===== src/rtl/block_ram_pkg.sv =====
// Shared types and helpers for the multi-word block RAM controller.
package block_ram_pkg;

  typedef enum logic [0:0] {
    CLEAR = 1'b0,
    RUN   = 1'b1
  } ram_state_t;

  localparam logic [7:0] DEFAULT_INIT_WORD = 8'hFF;

  localparam int LANE_MAX_W = 64;
  localparam int BUS_MAX_W  = 1024;

  // Extracts lane idx of a packed multi-lane word; data is zero-extended by the caller.
  function automatic logic [LANE_MAX_W-1:0] lane_slice(input logic [BUS_MAX_W-1:0] data,
                                                       input int idx, input int width);
    logic [BUS_MAX_W-1:0]  shifted;
    logic [LANE_MAX_W-1:0] mask;
    shifted = data >> (idx * width);
    mask = (width >= LANE_MAX_W) ? '1 : ((LANE_MAX_W'(1) << width) - LANE_MAX_W'(1));
    return shifted[LANE_MAX_W-1:0] & mask;
  endfunction

endpackage


===== src/rtl/block_ram_multi_word_ctl_if.sv =====
// Bus bundle between a client and block_ram_multi_word_ctl.
interface block_ram_multi_word_ctl_if #(
  parameter int DATA_WIDTH = 8,
  parameter int DEPTH      = 4,
  parameter int NUM_WORDS  = 9
);
  import block_ram_pkg::*;

  localparam int ADDR_W = (DEPTH > 1) ? $clog2(DEPTH) : 1;

  // Handshake: rd_en is a request with no backpressure; it is accepted whenever
  // init_busy is low, and each accepted request yields exactly one rd_valid pulse.
  logic                            init_req;
  logic                            init_busy;
  logic [DATA_WIDTH-1:0]           wr_data;
  logic [ADDR_W-1:0]               wr_addr;
  logic [NUM_WORDS-1:0]            wr_en;
  logic                            rd_en;
  logic [ADDR_W-1:0]               rd_addr;
  logic [DATA_WIDTH*NUM_WORDS-1:0] rd_data;
  logic                            rd_valid;
  ram_state_t                      dbg_state;

  modport master (
    output init_req, wr_data, wr_addr, wr_en, rd_en, rd_addr,
    input  init_busy, rd_data, rd_valid, dbg_state
  );

  modport slave (
    input  init_req, wr_data, wr_addr, wr_en, rd_en, rd_addr,
    output init_busy, rd_data, rd_valid, dbg_state
  );

endinterface


===== src/rtl/block_ram_lane.sv =====
// One lane: simple dual-port RAM, registered read, read-first on collision.
module block_ram_lane #(
  parameter int DATA_WIDTH = 8,
  parameter int DEPTH      = 4,
  parameter int ADDR_W     = 2
) (
  input  logic                  clk,
  input  logic                  we,
  input  logic [ADDR_W-1:0]     waddr,
  input  logic [DATA_WIDTH-1:0] wdata,
  input  logic                  re,
  input  logic [ADDR_W-1:0]     raddr,
  output logic [DATA_WIDTH-1:0] rdata
);

  logic [DATA_WIDTH-1:0] mem [DEPTH];

  always_ff @(posedge clk) begin
    if (we) mem[waddr] <= wdata;
    if (re) rdata <= mem[raddr];
  end

endmodule


===== src/rtl/block_ram_multi_word_ctl.sv =====
// Multi-lane scratch RAM with clear sequencer, bypass, range guard and read pipeline.
module block_ram_multi_word_ctl
  import block_ram_pkg::*;
#(
  parameter int DATA_WIDTH      = 8,
  parameter int DEPTH           = 4,
  parameter int NUM_WORDS       = 9,
  parameter int OUTPUT_REGISTER = 0,
  parameter int RD_BYPASS       = 1,
  parameter logic [DATA_WIDTH-1:0] INIT_WORD = DATA_WIDTH'(DEFAULT_INIT_WORD)
) (
  input logic clk,
  input logic rst,
  block_ram_multi_word_ctl_if.slave bus
);

  localparam int ADDR_W = (DEPTH > 1) ? $clog2(DEPTH) : 1;
  localparam int BUS_W  = DATA_WIDTH * NUM_WORDS;

  ram_state_t        state;
  logic [ADDR_W-1:0] clr_addr;
  logic              init_busy_q;

  logic clearing, wr_in_range, rd_in_range, rd_acc, collide;
  assign clearing    = (state == CLEAR);
  assign wr_in_range = int'(bus.wr_addr) < DEPTH;
  assign rd_in_range = int'(bus.rd_addr) < DEPTH;
  assign rd_acc      = bus.rd_en && !clearing;
  assign collide     = (RD_BYPASS != 0) && rd_acc && wr_in_range && rd_in_range &&
                       (bus.rd_addr == bus.wr_addr);

  always_ff @(posedge clk or posedge rst) begin
    if (rst) begin
      state       <= CLEAR;
      clr_addr    <= '0;
      init_busy_q <= 1'b1;
    end else begin
      case (state)
        CLEAR: begin
          if (clr_addr == ADDR_W'(DEPTH - 1)) begin
            state       <= RUN;
            clr_addr    <= '0;
            init_busy_q <= 1'b0;
          end else begin
            clr_addr <= clr_addr + ADDR_W'(1);
          end
        end
        RUN: begin
          if (bus.init_req) begin
            state       <= CLEAR;
            clr_addr    <= '0;
            init_busy_q <= 1'b1;
          end
        end
        default: state <= CLEAR;
      endcase
    end
  end

  assign bus.init_busy = init_busy_q;
  assign bus.dbg_state = state;

  // The sequencer owns every lane's write port while clearing.
  logic [NUM_WORDS-1:0]  lane_we;
  logic [ADDR_W-1:0]     lane_waddr, lane_raddr;
  logic [DATA_WIDTH-1:0] lane_wdata;
  logic [BUS_W-1:0]      lane_rdata;

  always_comb begin
    lane_we    = '0;
    lane_waddr = bus.wr_addr;
    lane_wdata = bus.wr_data;
    if (clearing) begin
      lane_we    = '1;
      lane_waddr = clr_addr;
      lane_wdata = INIT_WORD;
    end else if (wr_in_range) begin
      lane_we = bus.wr_en;
    end
  end

  assign lane_raddr = rd_in_range ? bus.rd_addr : '0;

  for (genvar i = 0; i < NUM_WORDS; i++) begin : g_lane
    block_ram_lane #(
      .DATA_WIDTH (DATA_WIDTH),
      .DEPTH      (DEPTH),
      .ADDR_W     (ADDR_W)
    ) u_lane (
      .clk   (clk),
      .we    (lane_we[i]),
      .waddr (lane_waddr),
      .wdata (lane_wdata),
      .re    (rd_acc),
      .raddr (lane_raddr),
      .rdata (lane_rdata[i*DATA_WIDTH +: DATA_WIDTH])
    );
  end

  // Stage-1 side info travels with the lane read; it only updates on an accepted
  // read so the merged word holds between reads.
  logic                  s1_valid, s1_have, s1_oob;
  logic [NUM_WORDS-1:0]  s1_bmask;
  logic [DATA_WIDTH-1:0] s1_bdata;
  logic [BUS_W-1:0]      s1_data;

  always_ff @(posedge clk or posedge rst) begin
    if (rst) begin
      s1_valid <= 1'b0;
      s1_have  <= 1'b0;
      s1_oob   <= 1'b0;
      s1_bmask <= '0;
      s1_bdata <= '0;
    end else begin
      s1_valid <= rd_acc;
      if (rd_acc) begin
        s1_have  <= 1'b1;
        s1_oob   <= !rd_in_range;
        s1_bmask <= collide ? bus.wr_en : '0;
        s1_bdata <= bus.wr_data;
      end
    end
  end

  always_comb begin
    s1_data = '0;
    if (s1_have && !s1_oob) begin
      for (int i = 0; i < NUM_WORDS; i++) begin
        s1_data[i*DATA_WIDTH +: DATA_WIDTH] = s1_bmask[i] ? s1_bdata
                                             : lane_rdata[i*DATA_WIDTH +: DATA_WIDTH];
      end
    end
  end

  if (OUTPUT_REGISTER != 0) begin : g_out_reg
    logic [BUS_W-1:0] out_data;
    logic             out_valid;
    always_ff @(posedge clk or posedge rst) begin
      if (rst) begin
        out_data  <= '0;
        out_valid <= 1'b0;
      end else begin
        out_valid <= s1_valid;
        if (s1_valid) out_data <= s1_data;
      end
    end
    assign bus.rd_data  = out_data;
    assign bus.rd_valid = out_valid;
  end else begin : g_out_comb
    assign bus.rd_data  = s1_data;
    assign bus.rd_valid = s1_valid;
  end

endmodule


===== src/flat_wrapper.sv =====
// flat-port wrapper written by rule: the top's interface ports become plain ports
module block_ram_multi_word_ctl_flat import block_ram_pkg::*;
#(
  parameter int DATA_WIDTH      = 8,
  parameter int DEPTH           = 4,
  parameter int NUM_WORDS       = 9,
  parameter int OUTPUT_REGISTER = 0,
  parameter int RD_BYPASS       = 1,
  parameter logic [DATA_WIDTH-1:0] INIT_WORD = DATA_WIDTH'(DEFAULT_INIT_WORD)
)
  (clk, rst, bus_init_req, bus_wr_data, bus_wr_addr, bus_wr_en, bus_rd_en, bus_rd_addr, bus_init_busy, bus_rd_data, bus_rd_valid, bus_dbg_state);
  block_ram_multi_word_ctl_if #(.DATA_WIDTH(DATA_WIDTH), .DEPTH(DEPTH), .NUM_WORDS(NUM_WORDS)) bus_i ();
  input logic clk;
  input logic rst;
  input wire logic [$bits(bus_i.init_req)-1:0] bus_init_req;
  input wire logic [$bits(bus_i.wr_data)-1:0] bus_wr_data;
  input wire logic [$bits(bus_i.wr_addr)-1:0] bus_wr_addr;
  input wire logic [$bits(bus_i.wr_en)-1:0] bus_wr_en;
  input wire logic [$bits(bus_i.rd_en)-1:0] bus_rd_en;
  input wire logic [$bits(bus_i.rd_addr)-1:0] bus_rd_addr;
  output wire logic [$bits(bus_i.init_busy)-1:0] bus_init_busy;
  output wire logic [$bits(bus_i.rd_data)-1:0] bus_rd_data;
  output wire logic [$bits(bus_i.rd_valid)-1:0] bus_rd_valid;
  output wire logic [$bits(bus_i.dbg_state)-1:0] bus_dbg_state;
  assign bus_i.init_req = bus_init_req;
  assign bus_i.wr_data = bus_wr_data;
  assign bus_i.wr_addr = bus_wr_addr;
  assign bus_i.wr_en = bus_wr_en;
  assign bus_i.rd_en = bus_rd_en;
  assign bus_i.rd_addr = bus_rd_addr;
  assign bus_init_busy = bus_i.init_busy;
  assign bus_rd_data = bus_i.rd_data;
  assign bus_rd_valid = bus_i.rd_valid;
  assign bus_dbg_state = bus_i.dbg_state;
  block_ram_multi_word_ctl #(.DATA_WIDTH(DATA_WIDTH), .DEPTH(DEPTH), .NUM_WORDS(NUM_WORDS), .OUTPUT_REGISTER(OUTPUT_REGISTER), .RD_BYPASS(RD_BYPASS), .INIT_WORD(INIT_WORD)) u_core (.clk(clk), .rst(rst), .bus(bus_i));
endmodule

===== config.mk =====
export PLATFORM = sky130hd
export DESIGN_NAME = block_ram_multi_word_ctl_flat
export DESIGN_NICKNAME = d
export VERILOG_FILES = /design/src/rtl/block_ram_pkg.sv /design/src/rtl/block_ram_multi_word_ctl_if.sv /design/src/rtl/block_ram_lane.sv /design/src/rtl/block_ram_multi_word_ctl.sv /design/src/flat_wrapper.sv
export SDC_FILE = /design/constraint.sdc
export NUM_CORES = 1
export LEC_CHECK = 0
export BUFFER_PORTS_ARGS = -buffer_cell sky130_fd_sc_hd__buf_2
export CELL_PAD_IN_SITES_DETAIL_PLACEMENT = 1
export CELL_PAD_IN_SITES_GLOBAL_PLACEMENT = 1
export CORE_MARGIN = 5
export CORE_UTILIZATION = 50
export CTS_BUF_LIST = sky130_fd_sc_hd__clkbuf_4 sky130_fd_sc_hd__clkbuf_8
export CTS_CLUSTER_SIZE = 12
export DETAILED_ROUTE_END_ITERATION = 10
export GPL_TIMING_DRIVEN = 0
export PLACE_DENSITY = 0.87
export SYNTH_ARGS = -nofsm -noshare
export SYNTH_HDL_FRONTEND = slang
export SYNTH_SLANG_ARGS = --single-unit

===== constraint.sdc =====
create_clock -name clk -period 2.91 [get_ports clk]
set_input_delay 0.7275 -clock clk [delete_from_list [all_inputs] [get_ports clk]]
set_output_delay 0.7275 -clock clk [all_outputs]
set_load 0.05 [all_outputs]

==> Implementation_results.wiki, run 1 <==
{| class="wikitable"
! Metric !! Value
|-
| Number of buffers on the longest clock path || 3
|-
| Post-layout minimum cycle time || ~2800 ps
|-
| Flip-flop and latch count after synthesis || around 380
|-
| Kind of launch point of the worst setup path || register
|-
| Class of the tightest hold or removal check || primary input to register
|-
| Number of inserted diodes || 0
|-
| WP buf/inv || 2
|-
| Leak pwr || ~5.6 nW
|-
| Via count of the first global-routing pass || 8508
|-
| DR iter-0 viols || a little over 800
|-
| Total overflow reported by the global router || 0
|-
| Final nets || between 900 and 1000
|-
| Number of antenna violations at the first check in global routing || 0
|-
| Total power of the final layout || around 19 mW
|-
| R2r worst-path depth || 5
|-
| Overall routing resource usage || ~23%
|-
| Cts bufs inserted || 56
|-
| TritonCTS clock tree || built
|-
| Detail Route Antenna Nets || 0
|-
| Full die area || approximately 34000 um^2
|-
| Status || finished, final reports clean
|-
| Clock sink total || 383
|-
| Yosys cell types || 27
|-
| IR Drop Worst-Case VDD || around 0.47 mV
|-
| Worst path arrival time || approximately 2100 ps
|-
| Placement Cell Area || between 15000 and 20000 um^2
|-
| Library cell occupying the most area in the post-synthesis netlist || edfxtp_1
|-
| Count of synthesis-stage warnings from yosys || 0
|-
| Initial Util || between 50% and 60%
|-
| Die Ht || between 150 and 200 um
|-
| Final routed DRC violation total || 0
|-
| CTS Root Cell || clkbuf_8
|-
| Tcrit/Tclk final || between 90% and 100%
|-
| Avg Cell Area, Syn || about 20 um^2
|-
| Slowest cell delay on critical path || 570 ps
|-
| Top cell type's share of synthesized area || 71.45%
|-
| Final weighted congestion of routability-driven global placement || 0.7464
|-
| Cells traversed along the worst timing path || clkbuf_2 -> nor2b_1 -> buf_2
|-
| Largest net degree at the start of global routing || 37
|-
| Final Max Tran Viols || 0
|-
| Hold Path Depth || 2
|-
| Utilization after layout || about three fifths
|-
| Largest family of logic cells by synthesized area || multiplexers
|-
| Largest fanout of any net on the critical path || 10
|-
| H-Tree Level Count || 2
|-
| Worst slew margin relative to its limit || approximately a fifth
|-
| Area growth, synth to finish || 14.85%
|-
| Worst Hold Slack || 392.9 ps
|-
| Count of final hold-check violations || 0
|-
| Max_cap viols || 0
|-
| Routed wire length || ~38000 um
|-
| Placement row count || between 60 and 70
|-
| Average wire per cell in the routed design || roughly 29 um
|-
| Clock transition time at the flip-flop clock pins of the worst setup and hold paths || 60 ps
|-
| Number of hold-repair buffers added at the cts stage || 0
|-
| Final-layout fill cell count || between 2000 and 3000
|-
| Total stage count of the critical path || 3
|-
| Clock Skews || approximately 16 ps
|-
| Sequential-to-total area share from yosys stat || between 70% and 80%
|-
| Number of failing setup endpoints in the final timing report || 0
|-
| RSZ-0062 raised after global routing || false
|-
| Quantity of I/O buffers inserted on ports || 96
|-
| Cell area after technology mapping || around 15000 um^2
|-
| Fraction of layout cells with a size suffix above 1 || 35.68%
|-
| Leading cell types in the layout, fill and taps excluded || 360 x edfxtp_1, 117 x buf_2, 75 x nor2b_1, 73 x mux2i_1, 72 x mux4_2
|-
| Adder-cell share of the synthesized area || 0.08269%
|-
| Measured slew at the worst slew-check pin || roughly 1200 ps
|-
| Power Dens Cells || 1081 nW/um^2
|-
| Simple-gate share of the synthesized area || 5.019%
|-
| Post-synthesis share of cell area spent on xor and xnor gates || less than 1%
|-
| CP max stage cell || dfrtp_4
|-
| Family with the most delay on the worst path || buffers and inverters
|-
| Most frequent standard cell in the layout excluding fill and tap cells || edfxtp_1
|-
| DRT Pass-1 Iters || 5
|-
| Worst-Skew Late Latency || 600 ps
|-
| Net Count, Synth || between 700 and 800
|-
| Total non-filler cell area in the finished layout || around 17000 um^2
|-
| Post-synthesis compound-gate area fraction || under 10%
|-
| Number of ports placed on the die boundary || 100
|-
| Placed wire-length estimate after detailed placement || around 23000 um
|-
| Max Clk Rate || about 350 MHz
|-
| Global-route wire length before repair || about 56000 um
|-
| Required time at the worst-slack endpoint || roughly 2200 ps
|-
| Worst setup EP type || output pin
|-
| Vias per cell || 5.854
|-
| Placeable core region || 29800 um^2
|-
| Gate count of the mapped netlist || 744
|-
| Via count || around 7800
|-
| Critical path type || register to output pin
|-
| Mux share of post-synthesis cell area || 16.14%
|-
| Die X || 184.0 um
|-
| Cell types with the largest area share after synthesis || edfxtp_1 71%, mux4_2 11%, mux2i_1 4.8%
|}
## state kept, by name, summed over array words and instances, names as in the netlist
register	count
u_core.s1_have	1
u_core.g_lane.u_lane.rdata	72
u_core.s1_bmask	9
u_core.bus.dbg_state	1
u_core.s1_bdata	8
u_core.g_lane.u_lane.mem	288
u_core.bus.init_busy	1
u_core.clr_addr	2
u_core.bus.rd_valid	1
## kinds of logic after synthesis
| group | after synthesis |
|---|---|
| fa+ha+maj | 1 |
| xor+xnor | 2 |
| simple gates | 136 |
| compound gates | 16 |
| flops | 383 |
| mux | 153 |
| buf+inv | 53 |
## synthesized netlist by cell type, drive strengths merged
cell	n
edfxtp	360
nor2b	75
mux2i	73
mux4	72
nor2	40
buf	36
dfrtp	22
clkbuf	11
a22o	9
nand2b	9
mux2	8
and2b	7
inv	6
nand2	4
a32oi	2
xor2	2
a21oi	1
a22oi	1
a2bb2oi	1
dfstp	1
ha	1
nor3	1
o21bai	1
o22ai	1
## metrics by stage
stage / setup TNS [ps] / cells / setup WS (ps)
after floorplan: 0 / 744 / 172.7
after global placement: -76620 / 1230 / -1053
after detailed placement: -18110 / 1232 / -276.6
after CTS: 0 / 1329 / 35.75
after global routing: 0 / 1329 / 25.89
final: 0 / 1329 / 81.42
## final timing paths
path / startpoint / endpoint / slack, ps
worst max-delay path: u_core.s1_have / bus_rd_data[64] / 80
worst min-delay path: bus_wr_en[7] / u_core.s1_bmask[7] / 390
worst max register to register: u_core.bus.dbg_state / u_core.g_lane[8].u_lane.rdata[2] / 140
worst min register to register: u_core.bus.init_busy / u_core.bus.init_busy / 580
max in group asynchronous: rst / u_core.s1_have / 1620
min in group asynchronous: rst / u_core.s1_bmask[5] / 440
## report_power, final
part | switching [mW] | internal (mW)
clock network | 2.04 | 2.55
registers | 0.771 | 8.06
logic | 4.02 | 1.33
total | 6.84 | 11.9
## layout make-up
class | count | area [um^2] | area share [%]
Clock inverter | 20 | 145.1 | 0.8352
Clock buffer | 86 | 1084 | 6.235
Tap cell | 390 | 488.0 | 2.808
Inverter | 6 | 26.28 | 0.1512
Sequential cell | 383 | 11400 | 65.61
Multi-Input combinational cell | 308 | 3410 | 19.62
Timing Repair Buffer | 98 | 520.5 | 2.995
Buffer | 38 | 304.0 | 1.750
## layer usage
metal | part of all wire (%) | wire length [um] | track usage, % | vias to the layer above
li1 | - | - | - | 3231
met1 | 38 | 14620 | 29.37 | 4075
met2 | 52 | 19790 | 39.14 | 395
met3 | 7.4 | 2843 | 4.472 | 79
met4 | 2.8 | 1075 | 7.897 | 0
met5 | 0 | 0 | 0 | -
## repair_timing
item                                    4_1_cts  5_1_grt
buffers inserted                              0        0
endpoints found under the setup margin      180        3
cloned                                        0        0
pin swaps                                     0        0
resized for setup                            16        4
No activity file was read; power rests on OpenSTA's default activity.
==> run 2, diff against run 1 <==
--- a/config.mk
+++ b/config.mk
@@ -5,7 +5,7 @@
 export SDC_FILE = /design/constraint.sdc
 export NUM_CORES = 1
 export LEC_CHECK = 0
-export BUFFER_PORTS_ARGS = -buffer_cell sky130_fd_sc_hd__buf_2
+export BUFFER_PORTS_ARGS = -buffer_cell sky130_fd_sc_hd__buf_4
 export CELL_PAD_IN_SITES_DETAIL_PLACEMENT = 1
 export CELL_PAD_IN_SITES_GLOBAL_PLACEMENT = 1
 export CORE_MARGIN = 5
==> run 2 against run 1 <==
Effect of this change: register-to-register slack improved by 160 ps; sequential power about the same; combinational power increased by 5.2%; design area increased by 0.81%; hold slack got worse by 22 ps; core utilization increased by 0.47 points; sequential share of layout area decreased by 0.54 points; global-route usage increased by 0.29 points; clock power decreased by 6.3%; first-iteration DRC count decreased by 2.8%; clock skew increased by 3.0 ps; wire length increased by 0.66%.
==> Implementation_results.wiki, run 2 (synthesis gave the netlist of run 1 again) <==
{| class="wikitable"
! Metric !! Value
|-
| Status || finished, final reports clean
|-
| Measured slew at the worst slew-check pin || 1155 ps (-27.55 ps)
|-
| Worst-Skew Late Latency || 590 ps (about the same)
|-
| Kind of launch point of the worst setup path || register
|-
| Worst slew margin relative to its limit || 22.92% (+1.8 points)
|-
| Full die area || 33840 um^2 (unchanged)
|-
| Post-CTS setup repair buffer count || 0 (unchanged)
|-
| DR iter-0 viols || 798 (-2.8%)
|-
| Initial Util || 50.78% (unchanged)
|-
| Leak pwr || 5.585 nW (+0.37%)
|-
| Clock Skews || 19.47 ps (+3.004 ps)
|-
| Most flops, register || u_core.g_lane.u_lane.mem
|-
| Total power of the final layout || 18.78 mW (about the same)
|-
| Class of the tightest hold or removal check || primary input to register
|-
| Resize count post-CTS || 9 (-7)
|-
| Final weighted congestion of routability-driven global placement || 0.7732 (+3.6%)
|-
| IR Drop Worst-Case VDD || 0.3679 mV (-22%)
|-
| H-Tree Level Count || 2 (unchanged)
|-
| Average wire per cell in the routed design || 29.06 um (+0.74%)
|-
| Via count || 7737 (-0.55%)
|-
| Fraction of layout cells with a size suffix above 1 || 34.58% (-1.1 points)
|-
| Placed wire-length estimate after detailed placement || 23480 um (+1.1%)
|-
| Max Clk Rate || 350.8 MHz (-0.78%)
|-
| Final routed DRC violation total || 0 (unchanged)
|-
| Area growth, synth to finish || 15.78%
|-
| Leading cell types in the layout, fill and taps excluded || 360 x edfxtp_1, 96 x buf_4, 75 x nor2b_1, 73 x mux2i_1, 72 x mux4_2
|-
| Total area of multi-input combinational cells || 3410 um^2 (unchanged)
|-
| Placement row count || 63 (unchanged)
|-
| Post-layout minimum cycle time || 2851 ps (+22.14 ps)
|-
| Number of antenna violations at the first check in global routing || 0 (unchanged)
|-
| Largest fanout of any net on the critical path || 10 (unchanged)
|-
| DRT Pass-1 Iters || 5 (unchanged)
|-
| Die Ht || 184.0 um (unchanged)
|-
| Number of ports placed on the die boundary || 100 (unchanged)
|-
| Place WS || -74.39 ps (+202.2 ps)
|-
| Top Registers || u_core.g_lane.u_lane.mem x288, u_core.g_lane.u_lane.rdata x72, u_core.s1_bmask x9
|-
| Largest net degree at the start of global routing || 37 (unchanged)
|-
| Number of buffers on the longest clock path || 3 (unchanged)
|-
| Quantity of I/O buffers inserted on ports || 96 (unchanged)
|-
| Total non-filler cell area in the finished layout || 17520 um^2 (+0.81%)
|-
| Final Max Tran Viols || 0 (unchanged)
|-
| Detail Route Antenna Nets || 0 (unchanged)
|-
| Worst setup EP type || output pin
|-
| Clock sink total || 383 (unchanged)
|-
| Worst path arrival time || 2120 ps (+20 ps)
|-
| CP max stage cell || dfrtp_2
|-
| Vias per cell || 5.826 (-0.48%)
|-
| CTS Root Cell || clkbuf_8
|-
| Tcrit/Tclk final || 97.96% (+0.76 points)
|-
| Most frequent standard cell in the layout excluding fill and tap cells || edfxtp_1
|-
| Slowest cell delay on critical path || 620 ps (+50 ps)
|-
| Critical path type || register to output pin
|-
| Cts bufs inserted || 56 (unchanged)
|-
| Max_cap viols || 0 (unchanged)
|-
| Power Dens Cells || 1072 nW/um^2 (-0.81%)
|-
| Routed wire length || 38590 um (+0.66%)
|-
| Final nets || 917 (unchanged)
|-
| Area taken by flip-flops and latches || 11400 um^2 (about the same)
|-
| Via count of the first global-routing pass || 8534 (+0.31%)
|-
| TritonCTS clock tree || built
|-
| Number of failing setup endpoints in the final timing report || 0 (unchanged)
|-
| Final-layout fill cell count || 2580 (-3.2%)
|-
| Global-route wire length before repair || 56990 um (+1.4%)
|-
| Placement Cell Area || 16380 um^2 (+1.5%)
|-
| Total overflow reported by the global router || 0 (unchanged)
|-
| Number of flip-flops under the largest register name || 288 (unchanged)
|-
| Clock transition time at the flip-flop clock pins of the worst setup and hold paths || 70 ps (about the same)
|-
| Overall routing resource usage || 23.11% (+0.29 points)
|-
| Cells traversed along the worst timing path || clkbuf_2 -> nor2b_1 -> buf_4
|-
| Die X || 184.0 um (unchanged)
|-
| Required time at the worst-slack endpoint || 2180 ps (about the same)
|-
| Worst Slack Setup Final || 59.29 ps (-22.14 ps)
|-
| Placeable core region || 29800 um^2 (unchanged)
|-
| Number of hold-repair buffers added at the cts stage || 0 (unchanged)
|-
| Count of final hold-check violations || 0 (unchanged)
|}
run 2: cell type report:
cell class | instances | area share, %
timing repair buffer | 98 | 4.343
clock buffer | 82 | 5.764
buffer | 38 | 1.728
clock inverter | 22 | 0.6857
inverter | 6 | 0.1500
multi-input combinational | 308 | 19.46
antenna | 1 | 0.01428
sequential | 383 | 65.07
tap | 390 | 2.786
run 2: path summary, 6_finish.rpt:
path	startpoint	slack [ps]	depth (start not counted)	end
max	u_core.s1_have	60	3	bus_rd_data[39]
min	bus_init_req	370	2	u_core.bus.dbg_state
max reg2reg	u_core.bus.dbg_state	300	3	u_core.g_lane[3].u_lane.mem[1][1]
min reg2reg	u_core.bus.init_busy	560	2	u_core.bus.init_busy
max in group asynchronous	rst	1690	2	u_core.s1_bdata[5]
min in group asynchronous	rst	440	2	u_core.s1_bmask[1]
run 2: where the power goes:
| group | internal (mW) | switching, mW | total, mW | leakage, nW |
|---|---|---|---|---|
| Sequential | 8.06 | 0.774 | 8.84 | 3.27 |
| Combinational | 1.58 | 4.05 | 5.63 | 1.72 |
| Clock | 2.31 | 2.01 | 4.31 | 0.592 |
run 2: metrics by stage:
| step | hold WS, ps | utilization, % | cells | setup TNS, ps |
|---|---|---|---|---|
| after floorplan | 537.5 | - | 744 | 0 |
| after global placement | 523.9 | 54.85 | 1230 | -78850 |
| after detailed placement | 530.1 | 54.98 | 1232 | -2557 |
| after CTS | 336.2 | 58.71 | 1327 | -0.4290 |
| after global routing | 349.7 | 58.78 | 1327 | -12.62 |
| final | 370.9 | 58.79 | 1328 | 0 |
run 2: worst max-delay path, delay by kind of cell, from the launching register on:
kind	cells	cell delay, ps
DFF	1	620
and+or+nand+nor	1	290
buffers and inverters	2	620
run 2: per-layer routing:
| layer | global-route usage, % | vias to the layer above | wire length, um |
|---|---|---|---|
| li1 | - | 3230 | - |
| met1 | 30.36 | 4074 | 15040 |
| met2 | 40.12 | 365 | 19900 |
| met3 | 3.482 | 68 | 2545 |
| met4 | 7.276 | 0 | 1102 |
| met5 | 0 | - | 0 |
==> run 3, diff against run 2 <==
--- a/config.mk
+++ b/config.mk
@@ -6,15 +6,13 @@
 export NUM_CORES = 1
 export LEC_CHECK = 0
 export BUFFER_PORTS_ARGS = -buffer_cell sky130_fd_sc_hd__buf_4
-export CELL_PAD_IN_SITES_DETAIL_PLACEMENT = 1
-export CELL_PAD_IN_SITES_GLOBAL_PLACEMENT = 1
 export CORE_MARGIN = 5
-export CORE_UTILIZATION = 50
+export CORE_UTILIZATION = 43
 export CTS_BUF_LIST = sky130_fd_sc_hd__clkbuf_4 sky130_fd_sc_hd__clkbuf_8
 export CTS_CLUSTER_SIZE = 12
 export DETAILED_ROUTE_END_ITERATION = 10
 export GPL_TIMING_DRIVEN = 0
-export PLACE_DENSITY = 0.87
+export PLACE_DENSITY = 0.71
 export SYNTH_ARGS = -nofsm -noshare
 export SYNTH_HDL_FRONTEND = slang
 export SYNTH_SLANG_ARGS = --single-unit
==> run 3 against run 2 <==
Effect of this change: die area grew 15%; via count shrank 3.1%; sequential cell count is the same; first-iteration DRC count shrank 15%; count of clock-buffer cells in the layout grew 3; design area grew 0.31%; register-to-register slack lost 210 ps.
==> Implementation_results.wiki, run 3 (synthesis gave the netlist of run 1 again) <==
{| class="wikitable"
! Metric !! Value
|-
| Status || finished, final reports clean
|-
| Family with the most delay on the worst path || flip-flops
|-
| H-Tree Level Count || 2 (unchanged)
|-
| Routed wire length || 34930 um (-9.5%)
|-
| Number of failing setup endpoints in the final timing report || 0 (unchanged)
|-
| Switching power as a share of total power || 35.67% (-0.71 points)
|-
| WP buf/inv || 1 (-1)
|-
| Via count || 7500 (-3.1%)
|-
| Largest fanout of any net on the critical path || 10 (unchanged)
|-
| Cts bufs inserted || 57 (+1.8%)
|-
| Final weighted congestion of routability-driven global placement || 0.7500 (-3.0%)
|-
| Area taken by flip-flops and latches || 11400 um^2 (about the same)
|-
| Cell-internal power || 11.87 mW (-0.64%)
|-
| Quantity of I/O buffers inserted on ports || 96 (unchanged)
|-
| Number of flip-flops under the largest register name || 288 (unchanged)
|-
| IR Drop Worst-Case VDD || 0.5041 mV (+37%)
|-
| Worst-Skew Late Latency || 590 ps (about the same)
|-
| DRT Pass-1 Iters || 4 (-1)
|-
| Flop pwr share || 47.6% (+0.5 points)
|-
| Number of buffers on the longest clock path || 3 (unchanged)
|-
| Top Registers || u_core.g_lane.u_lane.mem x288, u_core.g_lane.u_lane.rdata x72, u_core.s1_bmask x9
|-
| Die Ht || 197.6 um (+7.4%)
|-
| Internal reg-to-reg setup slack || 90 ps (-210 ps)
|-
| Worst path arrival time || 2120 ps (about the same)
|-
| Proportion of power drawn by combinational gates || 29.7% (-0.3 points)
|-
| Leading cell types in the layout, fill and taps excluded || 360 x edfxtp_1, 96 x buf_4, 75 x nor2b_1, 73 x mux2i_1, 72 x mux4_2
|-
| Worst slew margin relative to its limit || 11.30% (-12 points)
|-
| Average wire per cell in the routed design || 25.06 um (-14%)
|-
| Post-layout minimum cycle time || 2843 ps (-8.123 ps)
|-
| Die X || 197.6 um (+7.4%)
|-
| Highest metal layer used by the detailed router || met4
|-
| Detail Route Antenna Nets || 0 (unchanged)
|-
| Tcrit/Tclk final || 97.68% (-0.28 points)
|-
| Number of inserted diodes || 0 (-1)
|-
| Post-CTS setup repair buffer count || 0 (unchanged)
|-
| Critical path type || register to output pin
|-
| Kind of launch point of the worst setup path || register
|-
| Fraction of layout cells with a size suffix above 1 || 34.08% (-0.50 points)
|-
| Routed length on met3 || 2161 um (-15%)
|-
| Final-layout fill cell count || 2745 (+6.4%)
|-
| Final routed DRC violation total || 0 (unchanged)
|-
| Resize count post-CTS || 8 (-1)
|-
| Via count of the first global-routing pass || 7925 (-7.1%)
|-
| Initial Util || 43.69% (-7.1 points)
|-
| Clock transition time at the flip-flop clock pins of the worst setup and hold paths || 60 ps (about the same)
|-
| Measured slew at the worst slew-check pin || 1331 ps (+175.7 ps)
|-
| RSZ-0062 raised after global routing || false
|-
| Max_cap viols || 0 (unchanged)
|-
| Required time at the worst-slack endpoint || 2180 ps (about the same)
|-
| Total power of the final layout || 18.46 mW (-1.7%)
|-
| Class of the tightest hold or removal check || primary input to register
|-
| Total overflow reported by the global router || 0 (unchanged)
|-
| Overall routing resource usage || 17.82% (-5.3 points)
|-
| Count of final hold-check violations || 0 (unchanged)
|-
| Number of antenna violations at the first check in global routing || 0 (unchanged)
|-
| Post-route setup TNS || 0 ps (unchanged)
|-
| Full die area || 39040 um^2 (+15%)
|-
| Met2 layer wire length in the routed design || 17510 um (-12%)
|-
| Most flops, register || u_core.g_lane.u_lane.mem
|-
| Clock sink total || 383 (unchanged)
|-
| Cells traversed along the worst timing path || mux2i_1 -> nor2b_1 -> buf_4
|-
| Area growth, synth to finish || 16.13%
|-
| Max Clk Rate || 351.8 MHz (+0.29%)
|-
| Largest net degree at the start of global routing || 37 (unchanged)
|-
| Most frequent standard cell in the layout excluding fill and tap cells || edfxtp_1
|-
| Final Max Tran Viols || 0 (unchanged)
|-
| Clock Skews || 10.94 ps (-8.529 ps)
|-
| Number of hold-repair buffers added at the cts stage || 0 (unchanged)
|-
| TritonCTS clock tree || built
|-
| DR iter-0 viols || 678 (-15%)
|-
| Final nets || 918 (+0.11%)
|-
| Placeable core region || 34630 um^2 (+16%)
|-
| Number of ports placed on the die boundary || 100 (unchanged)
|-
| Metal-1 WL || 14530 um (-3.4%)
|-
| Worst setup EP type || output pin
|-
| Worst Hold Slack || 379.4 ps (+8.427 ps)
|-
| Power Dens Cells || 1050 nW/um^2 (-2.0%)
|-
| Slowest cell delay on critical path || 850 ps (+230 ps)
|-
| Global-route wire length before repair || 51150 um (-10%)
|-
| Sw Pwr || 6.583 mW (-3.7%)
|-
| Total area of multi-input combinational cells || 3407 um^2 (about the same)
|-
| CTS Root Cell || clkbuf_8
|-
| Placed wire-length estimate after detailed placement || 20940 um (-11%)
|-
| Clock power share || 22.7% (-0.3 points)
|-
| Leak pwr || 5.580 nW (about the same)
|-
| Vias per cell || 5.380 (-7.7%)
|-
| CP max stage cell || dfrtp_1
|-
| Placement row count || 68 (+7.9%)
|}
==> run 3: through the flow <==
| stage | instance area, um^2 | utilization, % | instances | setup WS, ps |
|---|---|---|---|---|
| after global placement | 16420 | 47.43 | 1295 | -1204 |
| after CTS | 17560 | 50.71 | 1394 | 8.072 |
| after global routing | 17570 | 50.74 | 1394 | 8.408 |
| final | 17570 | 50.74 | 1394 | 67.41 |
| after detailed placement | 16470 | 47.56 | 1297 | -265.9 |
| after floorplan | 15130 | - | 744 | 172.7 |
==> run 3: metal layers <==
metal  up-vias  track usage (%)
met2       280            29.86
met3        53            2.900
met1      3935            24.50
met5         -                0
met4         0            4.973
li1       3232                -
==> run 3: path summary, 6_finish.rpt <==
| check | from | endpoint | cells after the start |
|---|---|---|---|
| setup / recovery | u_core.s1_bdata[3] | bus_rd_data[35] | 3 |
| hold / removal | bus_init_req | u_core.bus.dbg_state | 2 |
| setup reg to reg | u_core.bus.dbg_state | u_core.g_lane[6].u_lane.mem[1][7] | 3 |
| hold reg to reg | u_core.bus.init_busy | u_core.bus.init_busy | 2 |
| max in group asynchronous | rst | u_core.s1_bdata[1] | 2 |
| min in group asynchronous | rst | u_core.s1_bdata[3] | 2 |
==> run 3: power by group through the flow <==
stage,registers [mW],clock network (mW),logic [mW]
2_1_floorplan,8.37,0,3.69
4_1_cts,8.79,4.26,5.56
5_1_grt,8.87,4.53,5.80
3_5_place_dp,8.47,0,6.00
6_report,8.78,4.19,5.49
3_3_place_gp,8.41,0,5.89
==> run 3: layout make-up <==
class                           count  share of cell area [%]
Tap cell                          455                   3.240
Inverter                            6                  0.1495
Clock buffer                       85                   5.839
Buffer                             38                   1.702
Sequential cell                   383                   64.85
Clock inverter                     21                  0.4984
Multi-Input combinational cell    308                   19.39
Timing Repair Buffer               98                   4.329
